## src/rtl/risk_tile_copy.sv

```systemverilog
// risk_tile_copy: walks one 2D tile-copy command tile by tile and drives the
// risk block with a LOAD into a staging register followed by a STORE of that
// register to the destination, for every 4x4 tile (tx inner, ty outer).
module risk_tile_copy #(
    parameter int REG      = 0,
    parameter int LOAD_LAT = 2
) (
    input  logic        clk,
    input  logic        resetn,
    input  logic        cmd_valid,
    output logic        cmd_ready,
    input  logic [16:0] cmd_src,
    input  logic [16:0] cmd_dst,
    input  logic [14:0] cmd_stride_x,
    input  logic [14:0] cmd_stride_y,
    input  logic [7:0]  cmd_tiles_x,
    input  logic [7:0]  cmd_tiles_y,
    output logic [2:0]  risk_func,
    output logic [4:0]  risk_reg,
    output logic [16:0] risk_addr,
    output logic [14:0] risk_stride_x,
    output logic [14:0] risk_stride_y,
    output logic        busy,
    output logic        done
);

    localparam int LAT_W = (LOAD_LAT < 2) ? 1 : $clog2(LOAD_LAT);
    localparam logic [LAT_W-1:0] LAT_INIT = LAT_W'(LOAD_LAT - 1);

    localparam logic [2:0] FUNC_LOAD  = 3'b000;
    localparam logic [2:0] FUNC_STORE = 3'b001;
    localparam logic [2:0] FUNC_NOP   = 3'b111;

    typedef enum logic [2:0] {
        S_IDLE,
        S_LD_WAIT,
        S_LD,
        S_ST_SETUP,
        S_ST,
        S_ST_HOLD
    } state_t;

    state_t            state_q, state_d;
    logic [2:0]        func_q, func_d;
    logic [16:0]       addr_q, addr_d;
    logic [14:0]       stride_x_q, stride_x_d;
    logic [14:0]       stride_y_q, stride_y_d;
    logic              busy_q, busy_d;
    logic              done_q, done_d;
    logic              ready_q, ready_d;
    logic [7:0]        tiles_x_q, tiles_x_d;
    logic [7:0]        tiles_y_q, tiles_y_d;
    logic [7:0]        tx_q, tx_d;
    logic [7:0]        ty_q, ty_d;
    logic [16:0]       src_row_q, src_row_d;
    logic [16:0]       dst_row_q, dst_row_d;
    logic [16:0]       src_col_q, src_col_d;
    logic [16:0]       dst_col_q, dst_col_d;
    logic [LAT_W-1:0]  lat_q, lat_d;

    // Pointer steps between tiles: four elements per tile edge (17-bit, wraps).
    logic [16:0] step_x, step_y;
    logic        last_x, last_y;

    assign step_x = {stride_x_q, 2'b00};
    assign step_y = {stride_y_q, 2'b00};
    assign last_x = (tx_q == tiles_x_q - 8'd1);
    assign last_y = (ty_q == tiles_y_q - 8'd1);

    // Next-state and next-output logic for the tile walk.
    always_comb begin
        // NOTE: every *_d starts from a default so no path leaves it unassigned and no latch is inferred.
        state_d    = state_q;
        func_d     = FUNC_NOP;
        addr_d     = addr_q;
        stride_x_d = stride_x_q;
        stride_y_d = stride_y_q;
        busy_d     = busy_q;
        done_d     = 1'b0;
        ready_d    = ready_q;
        tiles_x_d  = tiles_x_q;
        tiles_y_d  = tiles_y_q;
        tx_d       = tx_q;
        ty_d       = ty_q;
        src_row_d  = src_row_q;
        dst_row_d  = dst_row_q;
        src_col_d  = src_col_q;
        dst_col_d  = dst_col_q;
        lat_d      = lat_q;

        case (state_q)
            S_IDLE: begin
                if (cmd_valid && ready_q) begin
                    stride_x_d = cmd_stride_x;
                    stride_y_d = cmd_stride_y;
                    tiles_x_d  = cmd_tiles_x;
                    tiles_y_d  = cmd_tiles_y;
                    if (cmd_tiles_x == 8'd0 || cmd_tiles_y == 8'd0) begin
                        done_d = 1'b1;
                    end else begin
                        state_d   = S_LD_WAIT;
                        busy_d    = 1'b1;
                        ready_d   = 1'b0;
                        addr_d    = cmd_src;
                        src_row_d = cmd_src;
                        src_col_d = cmd_src;
                        dst_row_d = cmd_dst;
                        dst_col_d = cmd_dst;
                        tx_d      = 8'd0;
                        ty_d      = 8'd0;
                        lat_d     = LAT_INIT;
                    end
                end
            end
            S_LD_WAIT: begin
                if (lat_q == '0) begin
                    state_d = S_LD;
                    func_d  = FUNC_LOAD;
                end else begin
                    lat_d = lat_q - LAT_W'(1);
                end
            end
            S_LD: begin
                state_d = S_ST_SETUP;
                addr_d  = dst_col_q;
            end
            S_ST_SETUP: begin
                state_d = S_ST;
                func_d  = FUNC_STORE;
            end
            S_ST: begin
                // The risk registers commit one cycle after STORE, so the
                // destination address is held through ST_HOLD.
                state_d = S_ST_HOLD;
            end
            S_ST_HOLD: begin
                if (last_x && last_y) begin
                    state_d = S_IDLE;
                    busy_d  = 1'b0;
                    ready_d = 1'b1;
                    done_d  = 1'b1;
                end else if (last_x) begin
                    state_d   = S_LD_WAIT;
                    lat_d     = LAT_INIT;
                    tx_d      = 8'd0;
                    ty_d      = ty_q + 8'd1;
                    src_row_d = src_row_q + step_y;
                    dst_row_d = dst_row_q + step_y;
                    src_col_d = src_row_d;
                    dst_col_d = dst_row_d;
                    addr_d    = src_row_d;
                end else begin
                    state_d   = S_LD_WAIT;
                    lat_d     = LAT_INIT;
                    tx_d      = tx_q + 8'd1;
                    src_col_d = src_col_q + step_x;
                    dst_col_d = dst_col_q + step_x;
                    addr_d    = src_col_d;
                end
            end
            default: begin
                state_d = S_IDLE;
                busy_d  = 1'b0;
                ready_d = 1'b1;
            end
        endcase
    end

    // State and registered outputs; synchronous reset aborts any command.
    always_ff @(posedge clk) begin
        // NOTE: the reset clears every flop, counters and pointers included, so an aborted command leaves nothing behind.
        if (!resetn) begin
            state_q    <= S_IDLE;
            func_q     <= FUNC_NOP;
            addr_q     <= '0;
            stride_x_q <= '0;
            stride_y_q <= '0;
            busy_q     <= 1'b0;
            done_q     <= 1'b0;
            ready_q    <= 1'b1;
            tiles_x_q  <= '0;
            tiles_y_q  <= '0;
            tx_q       <= '0;
            ty_q       <= '0;
            src_row_q  <= '0;
            dst_row_q  <= '0;
            src_col_q  <= '0;
            dst_col_q  <= '0;
            lat_q      <= '0;
        end else begin
            // NOTE: non-blocking assignments so every flop samples the pre-edge values.
            state_q    <= state_d;
            func_q     <= func_d;
            addr_q     <= addr_d;
            stride_x_q <= stride_x_d;
            stride_y_q <= stride_y_d;
            busy_q     <= busy_d;
            done_q     <= done_d;
            ready_q    <= ready_d;
            tiles_x_q  <= tiles_x_d;
            tiles_y_q  <= tiles_y_d;
            tx_q       <= tx_d;
            ty_q       <= ty_d;
            src_row_q  <= src_row_d;
            dst_row_q  <= dst_row_d;
            src_col_q  <= src_col_d;
            dst_col_q  <= dst_col_d;
            lat_q      <= lat_d;
        end
    end

    assign cmd_ready     = ready_q;
    assign risk_func     = func_q;
    assign risk_reg      = 5'(REG);
    assign risk_addr     = addr_q;
    assign risk_stride_x = stride_x_q;
    assign risk_stride_y = stride_y_q;
    assign busy          = busy_q;
    assign done          = done_q;

endmodule

```

## config.mk

```make
export PLATFORM = sky130hd
export DESIGN_NAME = risk_tile_copy
export DESIGN_NICKNAME = d
export VERILOG_FILES = /design/src/rtl/risk_tile_copy.sv
export SDC_FILE = /design/constraint.sdc
export NUM_CORES = 1
export LEC_CHECK = 0
export ABC_AREA = 1
export BUFFER_PORTS_ARGS = -buffer_cell sky130_fd_sc_hd__buf_2
export CAP_MARGIN = 25
export CORE_MARGIN = 2
export CORE_UTILIZATION = 31
export CTS_CLUSTER_SIZE = 24
export DETAILED_ROUTE_END_ITERATION = 10
export GPL_TIMING_DRIVEN = 0
export SLEW_MARGIN = 20
export SYNTH_ARGS = -nofsm -noshare
export SYNTH_HDL_FRONTEND = slang
export SYNTH_SLANG_ARGS = --single-unit
```

## constraint.sdc

```tcl
create_clock -name clk -period 2.2 [get_ports clk]
set_input_delay 0.22 -clock clk [delete_from_list [all_inputs] [get_ports clk]]
set_output_delay 0.22 -clock clk [all_outputs]
set_load 0.01 [all_outputs]
```

==> flow_summary.yaml <==
worst_setup_path:
  setup.reg_to_reg.worst_slack_ns: -0.16
  timing.critical_path.arrival_ns: 2.69
  crit_path_max_incr_delay_ns: 0.35
  r2r_cells: 14
  worst_setup_path_endpoint: "dst_col_q[1]"
  critical_path_required_ns: 2.54
  rr_startpoint: "tiles_x_q[0]"
  crit_path_start: "tiles_x_q[0]"
  crit_path_start_kind: "flop"
  worst_path_max_delay_cell: "dfxtp_2"
  worstPathMaxFanout: 8
  critPathCaptureType: "flop"
  reg2reg_to: "dst_col_q[1]"
  criticalPathCategory: "reg2reg"
  crit_path_cell_trace: "inv_4 > ha_4 > xor2_2 > nand2_1 > nor2_1 > nand2_1 > nor2_4 > nand4_1 > nand2_2 > nand3_4 > buf_12 > clkbuf_16 > nor2_4 > nor2_1"
place:
  port_buffers: 135
  placed_standard_cell_area_um2: 12300
  dp_cells: 2422
  place.detailed.hpwl_mm: 35.0
  finalWeightedCongestion: 0.968
synth:
  yosys_most_used_dff: "dfxtp_1"
  synth-edff-count: 0
  yosys_warnings: 0
  ys_async_sr_fraction_pct: 0
  syn_inst: 1822
  seq_area_frac_synth_pct: 28.3
  synth_seq_cells: 156
  synth_area_leaders: "dfxtp_1 (28%), nand2_1 (19%), nor2_1 (9.8%)"
  syn_area_um2: 11100
  synthDominantCellAreaShare_pct: 28.3
  synth_top_cell_by_area: "dfxtp_1"
  netlist-cell-type-count: 39
  synth.avg_cell_area_um2: 6.07
detailed_routing:
  drtIter0Drc: 1190
  antenna_left: 0
  via_per_inst: 5.10
  first_pass_iters: 5
  num_vias: 12889
  drc: 0
  wirelength_mm: 46.4
  wl_per_cell_um: 18.3
timing:
  setup_clock_skew_after_layout_ns: 0.0113
  timing_hold_violations_final: 0
  final_worst_path_setup_slack_ns: -0.155
  finalSetupViolCount: 99
  timing.final.max_slew_violations: 0
  max_slew.worst_pin.slew_ns: 0.867
  clock.fmax_mhz: 425
  timing.max_slew.rel_slack_pct: 42.2
  final.period_utilization_pct: 107
  min_tclk_post_route_ns: 2.36
  rsz0062_at_grt: "true"
flow_run:
  max_cap_violations: 0
final_layout:
  fillerInstances: 3658
  final_cell_area_um2: 15300
  synthToLayoutAreaGrowth_pct: 38.1
  mostFrequentLayoutCells: "nand2_1 (453), nor2_1 (240), inv_1 (183)"
  layoutNonFillerInstCount: 2529
  drive_above_1_share_pct: 27.1
  mostFrequentLayoutCell: "nand2_1"
  area_of_the_multi_input_gates_um2: 7970
  antenna_cells: 0
  regArea_um2: 3160
  final_nets: 2202
  fin_util_pct: 43.2
floorplan:
  design.portCount: 141
  number_of_rows_created_at_floorplan: 69
  core-area_um2: 35300
  floorplan.die.height_um: 193
  chipWidth_um: 193
  die_footprint_um2: 37200
  initial_core_util_pct: 31.3
clock_tree:
  cts.root.buffer_cell: "clkbuf_16"
  tritoncts.num_buffers: 17
  cts_tree: "built"
  cts.clk_slew.worst_paths_ns: 0.07
  max-clock-path-buffers: 2
  clock_sink_count: 156
  clock_insertion_delay_worst_skew_ns: 0.45
  ctsHtreeMaxLevel: 4
global_routing:
  globalRoute.totalOverflow: 0
  grt_start_max_net_pins: 17
  grt_antenna_before_repair: 0
  total_routing_usage_gr_pct: 24.3
  number_of_global_route_vias_before_repair: 11495
  grt_pass1_wl_mm: 66.9
power:
  power_density_nw_per_um2: 1180
  vdd_ir_drop_max_v: 0.000710
  design_power_total_mw: 18.1
  total_leakage_power_nw: 7.64
run_status:
  outcome: "finished, violations left"
  violations: "negative setup slack"
hold_path:
  number_of_cells_traversed_by_the_worst_hold_path: 3
  hold_wc_path_type: "in2reg"
## routing by layer
layer	up-vias	wire length (um)	global-route usage (%)	part of all wire, %
met5	-	0	0	0
met4	0	2300	12.2	5.0
met3	101	3430	2.96	7.4
met2	554	21000	38.8	45
met1	5958	19700	32.1	42
li1	6276	-	-	-
## sequential cells by signal, indices dropped and copies added (netlist names), 2 cells and up
| name | flops |
|---|---|
| dst_col_q | 17 |
| ty_q | 8 |
| state_q | 3 |
| tx_q | 8 |
| risk_stride_x | 15 |
| src_col_q | 17 |
| risk_func | 2 |
| src_row_q | 17 |
| tiles_y_q | 8 |
| dst_row_q | 17 |
| risk_stride_y | 15 |
| risk_addr | 17 |
| tiles_x_q | 8 |
## what timing repair did
item / 4_1_cts / 5_1_grt
gates cloned: 2 / 9
endpoints found under the setup margin: 153 / 125
pin swaps: 39 / 84
buffers inserted: 29 / 23
hold endpoints to repair: 21 / 0
resized for setup: 199 / 262
hold buffers: 21 / 0
## worst max-delay path, delay by kind of cell, from the launching register on
| family | cells | cell delay [ns] |
|---|---|---|
| simple gates | 9 | 1.06 |
| buf+inv | 3 | 0.40 |
| flops | 1 | 0.35 |
| fa+ha+maj | 1 | 0.26 |
| xor+xnor | 1 | 0.15 |
## synthesized netlist by cell type, types with 6 or more instances
| master | count |
|---|---|
| nand2_1 | 566 |
| nor2_1 | 289 |
| inv_1 | 190 |
| dfxtp_1 | 156 |
| nand3_1 | 104 |
| o21ai_0 | 99 |
| a21oi_1 | 92 |
| ha_1 | 60 |
| nand4_1 | 54 |
| clkbuf_1 | 46 |
| xor2_1 | 29 |
| nand3b_1 | 20 |
| xnor2_1 | 18 |
| buf_2 | 12 |
| buf_4 | 10 |
| or2_2 | 9 |
| a21o_1 | 7 |
| buf_1 | 6 |
## cell families after synthesis
kind of cell	share of synthesized area, %
AND/OR/NAND/NOR	40.1
buffers and inverters	10.0
AO/OA/AOI/OAI	10.3
flip-flops	28.3
adder cells (fa/ha/maj)	7.52
XOR/XNOR	3.72
other	0.0339
## per-stage QoR
step	hold slack [ns]	setup TNS (ns)	setup slack, ns
3_3_place_gp	0.443	-81.81	-1.00
6_report	0.0106	-9.20	-0.155
3_5_place_dp	0.449	-83.18	-0.972
2_1_floorplan	0.355	0	0.00725
5_1_grt	0.0233	-18.41	-0.236
4_1_cts	0.000791	-3.96	-0.103
## worst min path at each step
stage                           from                 to  slack (ns)
CTS                  cmd_stride_y[9]   risk_stride_y[9]      0.0008
global route        cmd_stride_x[14]  risk_stride_x[14]        0.02
finish              cmd_stride_x[14]  risk_stride_x[14]        0.01
global placement        dst_row_q[1]       dst_row_q[1]        0.44
floorplan             cmd_tiles_x[7]       tiles_x_q[7]        0.35
detailed placement  cmd_stride_x[11]  risk_stride_x[11]        0.45
## layout make-up
class | instances | area share (%)
inverters | 197 | 4.99
multi-input cells | 1395 | 52.2
repair buffers | 215 | 10.6
plain buffers | 73 | 3.78
clock buffers | 21 | 3.08
clock inverters | 11 | 0.886
well taps | 461 | 3.78
flip-flops and latches | 156 | 20.7
## power by group
part / internal [mW] / switching [mW] / total (mW)
clock network: 1.78 / 1.34 / 3.12
registers: 3.66 / 0.817 / 4.47
logic: 4.08 / 6.40 / 10.5
(Power assumes the default switching activity.)
